`src/rtl/usr_shift_reg_if.sv`:
```
// Bus bundle for usr_shift_reg: mode/serial/parallel controls in, register view and FSM status out.
// The master side drives the controls; the slave side is the register itself.
interface usr_shift_reg_if #(
  parameter int WIDTH = 8
);
  logic [1:0]       mode;
  logic             ser_in_r;
  logic             ser_in_l;
  logic [WIDTH-1:0] pdata;
  logic             start;
  logic [WIDTH-1:0] q;
  logic [WIDTH-1:0] qbar;
  logic             ser_out;
  logic             busy;
  logic             done;

  modport master (
    output mode, ser_in_r, ser_in_l, pdata, start,
    input  q, qbar, ser_out, busy, done
  );

  modport slave (
    input  mode, ser_in_r, ser_in_l, pdata, start,
    output q, qbar, ser_out, busy, done
  );
endinterface

```
`src/rtl/usr_shift_reg.sv`:
```
// Universal shift register (hold/right/left/load) with an auto-serialiser that shifts WIDTH times then pulses done; 1-edge latency, no backpressure.
// Defining USR_CLK_Q_DELAY_EN puts a #3 clock-to-q model on every output; left undefined the outputs are zero-delay.
module usr_shift_reg #(
  parameter int WIDTH = 8
) (
  input  logic            clock,
  input  logic            clear,
  usr_shift_reg_if.slave  bus
);

  localparam int CW = $clog2(WIDTH + 1);
  localparam logic [CW-1:0] CNT_LAST = CW'(WIDTH - 1);
  localparam logic [CW-1:0] CNT_ONE  = CW'(1);

  typedef enum logic [1:0] {
    ST_IDLE  = 2'd0,
    ST_SHIFT = 2'd1,
    ST_DONE  = 2'd2
  } state_e;

  // A one-bit register finishes on its first shift, so it skips SHIFT entirely.
  localparam state_e ST_AFTER_FIRST = (WIDTH > 1) ? ST_SHIFT : ST_DONE;

  state_e           state_q, state_d;
  logic [WIDTH-1:0] q_q, q_d;
  logic             dir_q, dir_d;   // 0 = right, 1 = left
  logic [CW-1:0]    cnt_q, cnt_d;

  logic [WIDTH:0]   right_ext;
  logic [WIDTH:0]   left_ext;
  logic [WIDTH-1:0] shr;
  logic [WIDTH-1:0] shl;

  logic [WIDTH-1:0] qbar_c;
  logic             ser_out_c;
  logic             busy_c;
  logic             done_c;

  // Widening by one bit keeps both shifts legal when WIDTH is 1.
  assign right_ext = {bus.ser_in_r, q_q};
  assign left_ext  = {q_q, bus.ser_in_l};
  assign shr       = right_ext[WIDTH:1];
  assign shl       = left_ext[WIDTH-1:0];

  always_ff @(posedge clock or posedge clear) begin
    if (clear) begin
      state_q <= ST_IDLE;
      q_q     <= '0;
      dir_q   <= 1'b0;
      cnt_q   <= '0;
    end else begin
      state_q <= state_d;
      q_q     <= q_d;
      dir_q   <= dir_d;
      cnt_q   <= cnt_d;
    end
  end

  always_comb begin
    state_d = state_q;
    q_d     = q_q;
    dir_d   = dir_q;
    cnt_d   = cnt_q;
    case (state_q)
      ST_IDLE: begin
        case (bus.mode)
          2'b01: begin
            q_d   = shr;
            dir_d = 1'b0;
          end
          2'b10: begin
            q_d   = shl;
            dir_d = 1'b1;
          end
          2'b11:   q_d = bus.pdata;
          default: q_d = q_q;
        endcase
        // The start edge itself is the first of the WIDTH auto shifts.
        if (bus.start && (bus.mode == 2'b01 || bus.mode == 2'b10)) begin
          cnt_d   = CNT_LAST;
          state_d = ST_AFTER_FIRST;
        end
      end
      ST_SHIFT: begin
        q_d   = dir_q ? shl : shr;
        cnt_d = cnt_q - CNT_ONE;
        if (cnt_q == CNT_ONE) begin
          state_d = ST_DONE;
        end
      end
      ST_DONE: state_d = ST_IDLE;
      default: state_d = ST_IDLE;
    endcase
  end

  always_comb begin
    qbar_c    = ~q_q;
    ser_out_c = dir_q ? q_q[WIDTH-1] : q_q[0];
    busy_c    = (state_q == ST_SHIFT);
    done_c    = (state_q == ST_DONE);
  end

`ifdef USR_CLK_Q_DELAY_EN
  assign #3 bus.q       = q_q;
  assign #3 bus.qbar    = qbar_c;
  assign #3 bus.ser_out = ser_out_c;
  assign #3 bus.busy    = busy_c;
  assign #3 bus.done    = done_c;
`else
  assign bus.q       = q_q;
  assign bus.qbar    = qbar_c;
  assign bus.ser_out = ser_out_c;
  assign bus.busy    = busy_c;
  assign bus.done    = done_c;
`endif

endmodule

```
`src/flat_wrapper.sv`:
```
// flat-port wrapper written by rule: the top's interface ports become plain ports
module usr_shift_reg_flat 
#(
  parameter int WIDTH = 8
)
  (clock, clear, bus_mode, bus_ser_in_r, bus_ser_in_l, bus_pdata, bus_start, bus_q, bus_qbar, bus_ser_out, bus_busy, bus_done);
  usr_shift_reg_if #(.WIDTH(WIDTH)) bus_i ();
  input  logic clock;
  input  logic clear;
  input wire logic [$bits(bus_i.mode)-1:0] bus_mode;
  input wire logic [$bits(bus_i.ser_in_r)-1:0] bus_ser_in_r;
  input wire logic [$bits(bus_i.ser_in_l)-1:0] bus_ser_in_l;
  input wire logic [$bits(bus_i.pdata)-1:0] bus_pdata;
  input wire logic [$bits(bus_i.start)-1:0] bus_start;
  output wire logic [$bits(bus_i.q)-1:0] bus_q;
  output wire logic [$bits(bus_i.qbar)-1:0] bus_qbar;
  output wire logic [$bits(bus_i.ser_out)-1:0] bus_ser_out;
  output wire logic [$bits(bus_i.busy)-1:0] bus_busy;
  output wire logic [$bits(bus_i.done)-1:0] bus_done;
  assign bus_i.mode = bus_mode;
  assign bus_i.ser_in_r = bus_ser_in_r;
  assign bus_i.ser_in_l = bus_ser_in_l;
  assign bus_i.pdata = bus_pdata;
  assign bus_i.start = bus_start;
  assign bus_q = bus_i.q;
  assign bus_qbar = bus_i.qbar;
  assign bus_ser_out = bus_i.ser_out;
  assign bus_busy = bus_i.busy;
  assign bus_done = bus_i.done;
  usr_shift_reg #(.WIDTH(WIDTH)) u_core (.clock(clock), .clear(clear), .bus(bus_i));
endmodule
```
`config.mk`:
```
export PLATFORM = sky130hd
export DESIGN_NAME = usr_shift_reg_flat
export DESIGN_NICKNAME = d
export VERILOG_FILES = /design/src/rtl/usr_shift_reg_if.sv /design/src/rtl/usr_shift_reg.sv /design/src/flat_wrapper.sv
export SDC_FILE = /design/constraint.sdc
export NUM_CORES = 1
export LEC_CHECK = 0
export CAP_MARGIN = 20
export CORE_UTILIZATION = 45
export CTS_CLUSTER_DIAMETER = 100
export DETAILED_ROUTE_END_ITERATION = 16
export HOLD_SLACK_MARGIN = 0.12
export PLACE_DENSITY = 0.88
export SLEW_MARGIN = 20
export SYNTH_ARGS = -nofsm -noshare
export SYNTH_HDL_FRONTEND = slang
export SYNTH_SLANG_ARGS = --single-unit
```
`constraint.sdc`:
```
create_clock -name clock -period 1.7 [get_ports clock]
set_clock_uncertainty 0.05 [all_clocks]
set_input_delay 0.51 -clock clock [delete_from_list [all_inputs] [get_ports clock]]
set_output_delay 0.51 -clock clock [all_outputs]
set_load 0.01 [all_outputs]
```
==> flow_summary.ini <==
[run_status]
status = complete, no violations

[final_layout]
synthToLayoutAreaGrowth_pct = 55.2
nets = 191
stdcell_area_mm2 = 0.00157
drive_above_1_share_pct = 27.8
layout_commonest_cell = buf_4
layout_common_cells = buf_4 (22), nand2_1 (17), inv_1 (15), dlygate4sd2_1 (15), dfrtp_1 (14)
diodes = 0

[synth]
ys_seq_area_share_pct = 37.1
synth_cells = 115
syn_nets = 136
synth_largest_area_cell = dfrtp_1
yosys.cell_types.count = 29
synth-seq-cells = 15
synth_area_mm2 = 0.00101
avgSynthCellArea_um2 = 8.79
ys_warn_count = 0
synth_top_cell_area_share_pct = 37.1
yosys-top-cells-area = dfrtp_1 (37%), ha_1 (7.4%), nand2_1 (6.7%)

[power]
pwr-share-comb_pct = 67.8
design_power_total_w = 0.00273
total_leakage_power_nw = 0.768
switching_power_w = 0.00120
p_per_area_mw_per_mm2 = 1740
pwr-share-clk_pct = 7.7
ir_drop_uv = 1240
pwr-share-seq_pct = 24.5
p_sw_share_pct = 43.9
p_int_w = 0.00153

[place]
placed_cell_area_mm2 = 0.00148
gp_congestion = 0.854
io_buffers = 33
dpl.hpwl_um = 2050

[floorplan]
placementRows = 16
die_h_um = 49.4
pin_count = 34
die_x_um = 49.4
initial_core_util_pct = 49.5
coreArea_mm2 = 0.00204
dieArea_mm2 = 0.00244

[worst_hold_path]
hold_depth = 1
hp-class = reg -> reg
min_to = u_core.cnt_q[3]$_DFFE_PP0P_
min_from = u_core.cnt_q[3]$_DFFE_PP0P_

[timing]
worstMarginPinSlew_ns = 0.383
max_freq_mhz = 602
fin_setup_tns_ns = 0
slew_headroom_pct = 74.5
slew_viol_final = 0
rsz0062_at_grt = false
final-setup-viol-count = 0
whs_ns = 0.449
post-route-period-util_pct = 97.7
fin_crit_ns = 1.66
hold_viol = 0

[global_routing]
overflow = 0
grt_use_total_pct = 26.1
antenna_found_initial = 0
grt_pass1_vias = 1072
grt_pass1_wl_um = 4820
grt_max_degree = 16

[setup_path]
crit-reg2reg-capture = u_core.bus.q[7]$_DFFE_PP0P_
r2r_start = u_core.state_q[0]$_DFFE_PP0P_
end_kind = flip-flop
critPathArrivalTime_ns = 1.80
rr_worst_depth = 6
worstSetupStartpointType = input port
worstSetupPathType = in -> reg
crit_required_ns = 1.84
r2r_setup_slack_ns = 0.15
path_max_fanout = 5

[cts]
postCtsHoldBufs = 0
numCtsBuffers = 3
cts_tree = yes
cts_buffer_depth = 2
cts.clk_slew.worst_paths_ns = 0.10
cts.sinks = 15
htreeDepth = 1
root_buffer = clkbuf_4
worst_skew_pair.late_latency_ns = 0.29

[routing]
via_per_inst = 5.51
wl_per_cell_um = 14.4
wirelength_um = 2830
route.vias.total = 1080
dr.pass1.iters = 4
drc_errors = 0
drtIter0Drc = 26
postRouteAntennaNets = 0

[run]
drv_cap = 0
[critical path, stage by stage]
cell and delay, ns:
clkdlybuf4s15_2 0.19, buf_6 0.12, ha_4 0.15, or2_4 0.26, mux2_4 0.30, o221ai_2 0.18, o21ai_1 0.08
[sequential cells by signal, indices dropped and copies added (netlist names)]
register and cells:
u_core.bus.q 8, u_core.state_q 2, u_core.cnt_q 4, u_core.dir_q 1
[per-stage QoR]
stage / worst slack, ns / utilization (%) / instances
CTS: -0.0211 / 77.3 / 197
global route: 0.00125 / 76.8 / 196
global placement: -0.586 / 72.3 / 187
detailed placement: -0.656 / 72.3 / 187
finish: 0.0398 / 76.8 / 196
floorplan: -0.100 / - / 115
[Yosys cell counts]
cell       n
nand2_1   18
dfrtp_1   15
inv_1     15
o21ai_0    8
nor2_1     7
ha_1       6
a221oi_1   4
a22oi_1    4
o211a_1    4
o221ai_1   4
o41ai_1    4
buf_6      3
nand3_1    3
clkbuf_1   2
nand2b_1   2
nor3_1     2
o21ai_1    2
a211o_1    1
a22o_1     1
a31oi_1    1
and3_1     1
buf_2      1
inv_2      1
mux2_2     1
mux2_4     1
nand3b_1   1
nor2b_1    1
o31ai_4    1
or2_1      1
[power groups by stage]
stage,Combinational (W),Sequential (W),Clock [W]
2_1_floorplan,0.000829,0.000765,0
3_3_place_gp,0.00172,0.000691,0
3_5_place_dp,0.00177,0.000702,0
4_1_cts,0.00184,0.000661,0.000217
5_1_grt,0.00201,0.000703,0.000233
6_report,0.00185,0.000670,0.000210
[final cells by class]
class                           count  area [um^2]
Clock buffer                        3         22.5
Clock inverter                      1         5.00
Fill cell                         157          473
Inverter                           16         60.1
Multi-Input combinational cell     78          596
Sequential cell                    15          377
Tap cell                           27         33.8
Timing Repair Buffer               56          475
[cell families after synthesis]
logic type / count (synthesis) / synth area share [%]
buffers and inverters: 22 / 10.5
adders and majority gates: 6 / 7.43
AOI/OAI and AO/OA: 34 / 26.7
DFF: 15 / 37.1
muxes: 2 / 2.60
and+or+nand+nor: 36 / 15.6
[worst max path at each step]
stage,start,endpoint,slack (ns)
floorplan,bus_mode[0],u_core.bus.q[5]$_DFFE_PP0P_,-0.10
global placement,bus_mode[0],u_core.bus.q[3]$_DFFE_PP0P_,-0.59
detailed placement,bus_mode[1],u_core.bus.q[1]$_DFFE_PP0P_,-0.66
CTS,u_core.state_q[0]$_DFFE_PP0P_,bus_busy,-0.02
global route,u_core.state_q[1]$_DFFE_PP0P_,bus_done,0.001
finish,bus_mode[0],u_core.bus.q[7]$_DFFE_PP0P_,0.04
[routing by layer]
metal | share of wire (%) | vias up | GRT usage [%] | routed length [um]
met5 | 0 | - | 0 | 0
met4 | 3.0 | 0 | 11.0 | 85
met3 | 5.6 | 12 | 4.05 | 160
met2 | 49 | 41 | 44.7 | 1380
met1 | 42 | 507 | 32.3 | 1200
li1 | - | 520 | - | -
[timing repair]
action,in CTS,in global routing
setup endpoints to repair,33,8
setup buffers,6,0
pin swaps,5,2
gates resized for setup,44,4
No activity file was read; power rests on OpenSTA's default activity.
==> patch 1: new RTL, same settings <==
Take the reset off `q_q` and load it in a clocked block of its own.
--- a/src/rtl/usr_shift_reg.sv
+++ b/src/rtl/usr_shift_reg.sv
@@ -45,15 +45,17 @@
   always_ff @(posedge clock or posedge clear) begin
     if (clear) begin
       state_q <= ST_IDLE;
-      q_q     <= '0;
       dir_q   <= 1'b0;
       cnt_q   <= '0;
     end else begin
       state_q <= state_d;
-      q_q     <= q_d;
       dir_q   <= dir_d;
       cnt_q   <= cnt_d;
     end
+  end
+
+  always_ff @(posedge clock) begin
+    q_q <= q_d;
   end
 
   always_comb begin
Formal check against the unedited RTL: not equivalent (Yosys sat finds a counterexample within 4 cycles, from zero or initial values; the reset may be asserted at any time).
==> patch 1 against the original RTL <==
The flow now finishes with violations (negative setup slack); synthesized area is 0.49% higher; global-route usage is 3.8 points higher; worst setup slack worse by 0.053 ns; non-clock buffer count is 4 higher; final area is 10% higher; sequential cell count stayed put; wire length is 31% higher; first-iteration DRC count is 88% higher; combinational power is 6% higher; power is 7.8% higher; clock power is 3% higher; register-to-register slack worse by 0.14 ns; count of clock-buffer cells in the layout is 1 higher; critical path depth stayed put.
==> patch 1: results (changes against the original RTL) <==
* Largest net degree at the start of global routing at 12 (-4)
* Number of global-route vias before repair at 1095 (+2.1%)
* Fin cells at 191 (-2.6%)
* DP Area at 0.00148 mm² (about the same)
* GRT Total Usage at 29.9% (+3.8 points)
* Hold Path Class: in -> async
* Most frequent cells after synthesis: inv_1 (14), nor2_1 (11)
* Final setup viols at 1 (+1)
* Wirelength, routed at 3700 µm (+31%)
* Worst slew margin at 67.0% (-7.5 points)
* Max stage delay cell, worst path: nor3b_1
* Number of enable flip-flop cells after synthesis at 8 (+8)
* Async set or reset register ratio after synthesis at 46.7% (-53 points)
* Top FF cell, synth: edfxtp_1
* Post-DP HPWL at 1920 µm (-6.5%)
* R2R depth at 4 (-2)
* First-pass GRT wire length at 5460 µm (+13%)
* Setup TNS at -0.0133 ns (-0.0133 ns)
* Area contributors post-synth: edfxtp_1 (24%), dfrtp_1 (17%), ha_1 (7.4%)
* Peak supply drop at 1350 µV (+9.6%)
* YS warnings at 0 (unchanged)
* Via density at 5.86 (+6.3%)
* Syn Inst Count at 105 (-8.7%)
* Worst skew pair latency at 0.30 ns
* Max incr delay on CP at 0.45 ns (+0.15 ns)
* Detailed router's first-iteration violation count at 49 (+88%)
* LEAKAGE at 0.000760 µW (-1.0%)
* Status: finished, violations left
* Violated checks: negative setup slack
* Share of cells above drive strength 1 at 32.9% (+5.1 points)
* Synthesized Nets at 126 (-7.4%)
* Register area share after synthesis at 40.9% (+3.8 points)
* Ant diodes at 0 (unchanged)
* Dpl cells at 173 (-7.5%)
* CP max FO at 10 (+5)
* Final worst slack at -0.0133 ns (-0.0531 ns)
* Critical Path AT at 1.81 ns
## patch 1: changes by cell type after synthesis, moves of 6 or more
cell | before | now
a2111oi_0 | 0 | 8
and2_1 | 0 | 8
dfrtp_1 | 15 | 7
edfxtp_1 | 0 | 8
nand2_1 | 18 | 1
nor3b_1 | 0 | 8
o21ai_0 | 8 | 2
o22ai_1 | 0 | 8
## patch 1: metrics by stage
stage	hold slack [ns]	util (%)	setup slack (ns)	total power (µW)
6_report	0.375	84.9	-0.0133	2940
2_1_floorplan	0.263	-	-0.0264	1610
3_5_place_dp	0.486	72.2	-0.756	2360
5_1_grt	0.410	84.9	-0.0682	3120
3_3_place_gp	0.467	72.2	-0.638	2300
4_1_cts	0.393	82.7	-0.00142	2680
## patch 1: what timing repair did
action,4_1_cts,5_1_grt
resized for setup,47,10
pin swaps,5,7
buffers inserted,10,4
gates cloned,0,0
setup endpoints to repair,41,20
## patch 1: final timing paths
path                              startpoint                end  slack [ns]
max                              bus_mode[0]    u_core.bus.q[3]       -0.01
min                                    clear  u_core.state_q[0]        0.37
max reg2reg                u_core.state_q[1]    u_core.bus.q[0]        0.01
min reg2reg                  u_core.cnt_q[0]    u_core.cnt_q[0]        0.49
max in group asynchronous              clear       u_core.dir_q        1.01
min in group clock           u_core.cnt_q[0]    u_core.cnt_q[0]        0.49
## patch 1: per-layer routing
layer  vias to the layer above  global-route usage (%)  part of all wire [%]
met1                       529                    33.8                    38
li1                        506                       -                     -
met5                         -                       0                     0
met2                        70                    55.5                    51
met3                        14                    4.94                   7.8
met4                         0                    11.9                   3.1
## patch 1: area by class of cell
type	count	area, µm²
multi-input cells	71	696
clock buffers	4	26.3
inverters	14	52.6
fillers	113	309
well taps	27	33.8
flip-flops and latches	15	415
repair buffers	60	509
## patch 1: cells by family (layout without fill, tap and decap cells)
kind of cell,Yosys count,after routing,synth area share [%]
AOI/OAI and AO/OA,24,24,17.2
adders and majority gates,6,6,7.39
buffers and inverters,19,78,9.11
DFF,15,15,40.9
muxes,3,3,3.20
and+or+nand+nor,38,38,22.2
## patch 1: power by group
group	internal, µW	switching (µW)
Sequential	623	137
Clock	91.5	125
Combinational	958	1010
## patch 1: worst max-delay path, delay by kind of cell
family,cells,cell delay (ns)
AO/OA/AOI/OAI,1,0.12
buffers and inverters,3,0.37
adder cells (fa/ha/maj),1,0.19
AND/OR/NAND/NOR,2,0.62
==> patch 2: new RTL, same settings <==
Made on the original files. `WIDTH` is set to 8 in 3 places; all go to 4.
--- a/src/rtl/usr_shift_reg_if.sv
+++ b/src/rtl/usr_shift_reg_if.sv
@@ -1,7 +1,7 @@
 // Bus bundle for usr_shift_reg: mode/serial/parallel controls in, register view and FSM status out.
 // The master side drives the controls; the slave side is the register itself.
 interface usr_shift_reg_if #(
-  parameter int WIDTH = 8
+  parameter int WIDTH = 4
 );
   logic [1:0]       mode;
   logic             ser_in_r;
--- a/src/rtl/usr_shift_reg.sv
+++ b/src/rtl/usr_shift_reg.sv
@@ -1,7 +1,7 @@
 // Universal shift register (hold/right/left/load) with an auto-serialiser that shifts WIDTH times then pulses done; 1-edge latency, no backpressure.
 // Defining USR_CLK_Q_DELAY_EN puts a #3 clock-to-q model on every output; left undefined the outputs are zero-delay.
 module usr_shift_reg #(
-  parameter int WIDTH = 8
+  parameter int WIDTH = 4
 ) (
   input  logic            clock,
   input  logic            clear,
--- a/src/flat_wrapper.sv
+++ b/src/flat_wrapper.sv
@@ -1,7 +1,7 @@
 // flat-port wrapper written by rule: the top's interface ports become plain ports
 module usr_shift_reg_flat 
 #(
-  parameter int WIDTH = 8
+  parameter int WIDTH = 4
 )
   (clock, clear, bus_mode, bus_ser_in_r, bus_ser_in_l, bus_pdata, bus_start, bus_q, bus_qbar, bus_ser_out, bus_busy, bus_done);
   usr_shift_reg_if #(.WIDTH(WIDTH)) bus_i ();
Ports: changed (resized bus_pdata, bus_q and bus_qbar); port bits go from 34 to 22. No check against the original RTL was run, so the function may have changed too.
==> patch 2 against the original RTL <==
Final area fell by 37%; sequential cell count fell by 5; synthesized area is 37% lower; utilization decreased by 1.6 points; sequential share of layout area is 1.2 points higher; largest cell class unchanged; fmax is 2.5% higher; worst hold slack better by 0.027 ns; power down 37%; worst setup slack improved by 0.041 ns; critical path type is now reg -> out; wire length down 41%.
==> patch 2: results (changes against the original RTL) <==
* Status: complete, no violations
* GRT Total Usage at 23.8% (-2.3 points)
* Reg clk slew, reported paths at 0.06 ns (-0.04 ns)
* Num CTS Buffers at 3 (unchanged)
* First drt pass iteration count at 4 (unchanged)
* Dpl cells at 115 (-39%)
* Area contributors post-synth: dfrtp_1 (39%), ha_1 (12%), inv_1 (6.4%)
* Peak supply drop at 1190 µV (-3.7%)
* Async set or reset register ratio after synthesis at 100% (unchanged)
* IO Port Bufs at 21 (-36%)
* First-pass GRT wire length at 2420 µm (-50%)
* Critical Path AT at 1.06 ns (-0.74 ns)
* Hold Slack at 0.476 ns (+0.0274 ns)
* Netlist cell types at 25 (-14%)
* Share of cells above drive strength 1 at 30.5% (+2.7 points)
* CP top delay family: buffers and inverters
* Placer Congestion at 0.693 (-19%)
* Drt wl/cell at 13.9 µm (-4.1%)
* Final #Nets at 124 (-35%)
* Max reg flops at 4 (-4)
* R2R setup slack at 0.19 ns (+0.04 ns)
* Fill cell count at 100 (-36%)
* Hold Path Class: in -> async
* Max incr delay on CP at 0.38 ns (+0.08 ns)
* Most frequent cells after synthesis: inv_1 (11), dfrtp_1 (10), ha_1 (6)
* Worst flop-to-flop path endpoint: u_core.bus.q[2]
* Worst slew margin at 69.7% (-4.8 points)
* Max H-tree Level at 1 (unchanged)
* Top FF cell, synth: dfrtp_1
* Sw Ratio at 41.2% (-2.7 points)
* Initial antenna violation count at 0 (unchanged)
* LEAKAGE at 0.000519 µW (-32%)
* DP Area at 967 µm² (-34%)
* Register area share after synthesis at 39.1% (+1.9 points)
* Number of global-route vias before repair at 582 (-46%)
* Avg Synthesized Cell Area at 9.56 µm² (+8.8%)
* Detailed router's first-iteration violation count at 14 (-46%)
* R2r startpoint: u_core.state_q[1]
* Synthesized Nets at 84 (-38%)
* Largest net degree at the start of global routing at 11 (-5)
* CP max FO at 2 (-3)
* Post-DP HPWL at 1220 µm (-40%)
* Final setup viols at 0 (unchanged)
* Via count at 643 (-40%)
* Max stage delay cell, worst path: dfrtp_1
* Place WS at -0.629 ns (+0.0274 ns)
* R2R depth at 5 (-1)
* Ant diodes at 0 (unchanged)
* Worst skew pair latency at 0.25 ns (-0.04 ns)
* Fmax at 618 MHz (+2.5%)
* Root buffer cell: clkbuf_4
* YS warnings at 0 (unchanged)
* Layout Utilization at 75.2% (-1.6 points)
* Clock Tree Buf Depth at 2 (unchanged)
* Via density at 5.36 (-2.8%)
## patch 2: routing by layer
metal / up-vias / global-route usage (%) / wire length (µm)
met5: - / 0 / 0
met4: 0 / 10.3 / 12
met3: 2 / 5.11 / 58
met2: 19 / 42.2 / 860
met1: 303 / 26.9 / 731
li1: 319 / - / -
## patch 2: cell families after synthesis
logic type	share of synthesized area (%)
AND/OR/NAND/NOR	15.2
adder cells (fa/ha/maj)	11.7
flip-flops	39.1
multiplexers	8.79
AO/OA/AOI/OAI	18.0
buffers and inverters	7.23
## patch 2: layout make-up
type                       instances  area share [%]
clock buffer                       3            2.27
inverter                          11            4.17
multi-input combinational         45            37.4
sequential                        10            25.3
tap                               15            1.89
timing repair buffer              36            29.0
## patch 2: worst max path at each step
stage,end,startpoint
2_1_floorplan,u_core.bus.q[1],bus_mode[0]
3_3_place_gp,u_core.bus.q[3],bus_mode[0]
3_5_place_dp,u_core.bus.q[3],bus_mode[0]
4_1_cts,u_core.bus.q[3],bus_mode[0]
5_1_grt,bus_qbar[3],u_core.bus.q[3]
6_report,bus_qbar[0],u_core.bus.q[0]
## patch 2: what timing repair did
action	4_1_cts	5_1_grt
resized for setup	18	14
hold endpoints to repair	0	0
cloned	0	0
endpoints found under the setup margin	20	11
hold buffers	0	0
pin swaps	0	2
buffers inserted	2	0
## patch 2: power by group through the flow
stage / clock (µW) / sequential, µW / combinational (µW)
2_1_floorplan: 0 / 488 / 503
3_3_place_gp: 0 / 459 / 1060
3_5_place_dp: 0 / 463 / 1090
4_1_cts: 159 / 444 / 1060
5_1_grt: 168 / 467 / 1210
6_report: 152 / 455 / 1100
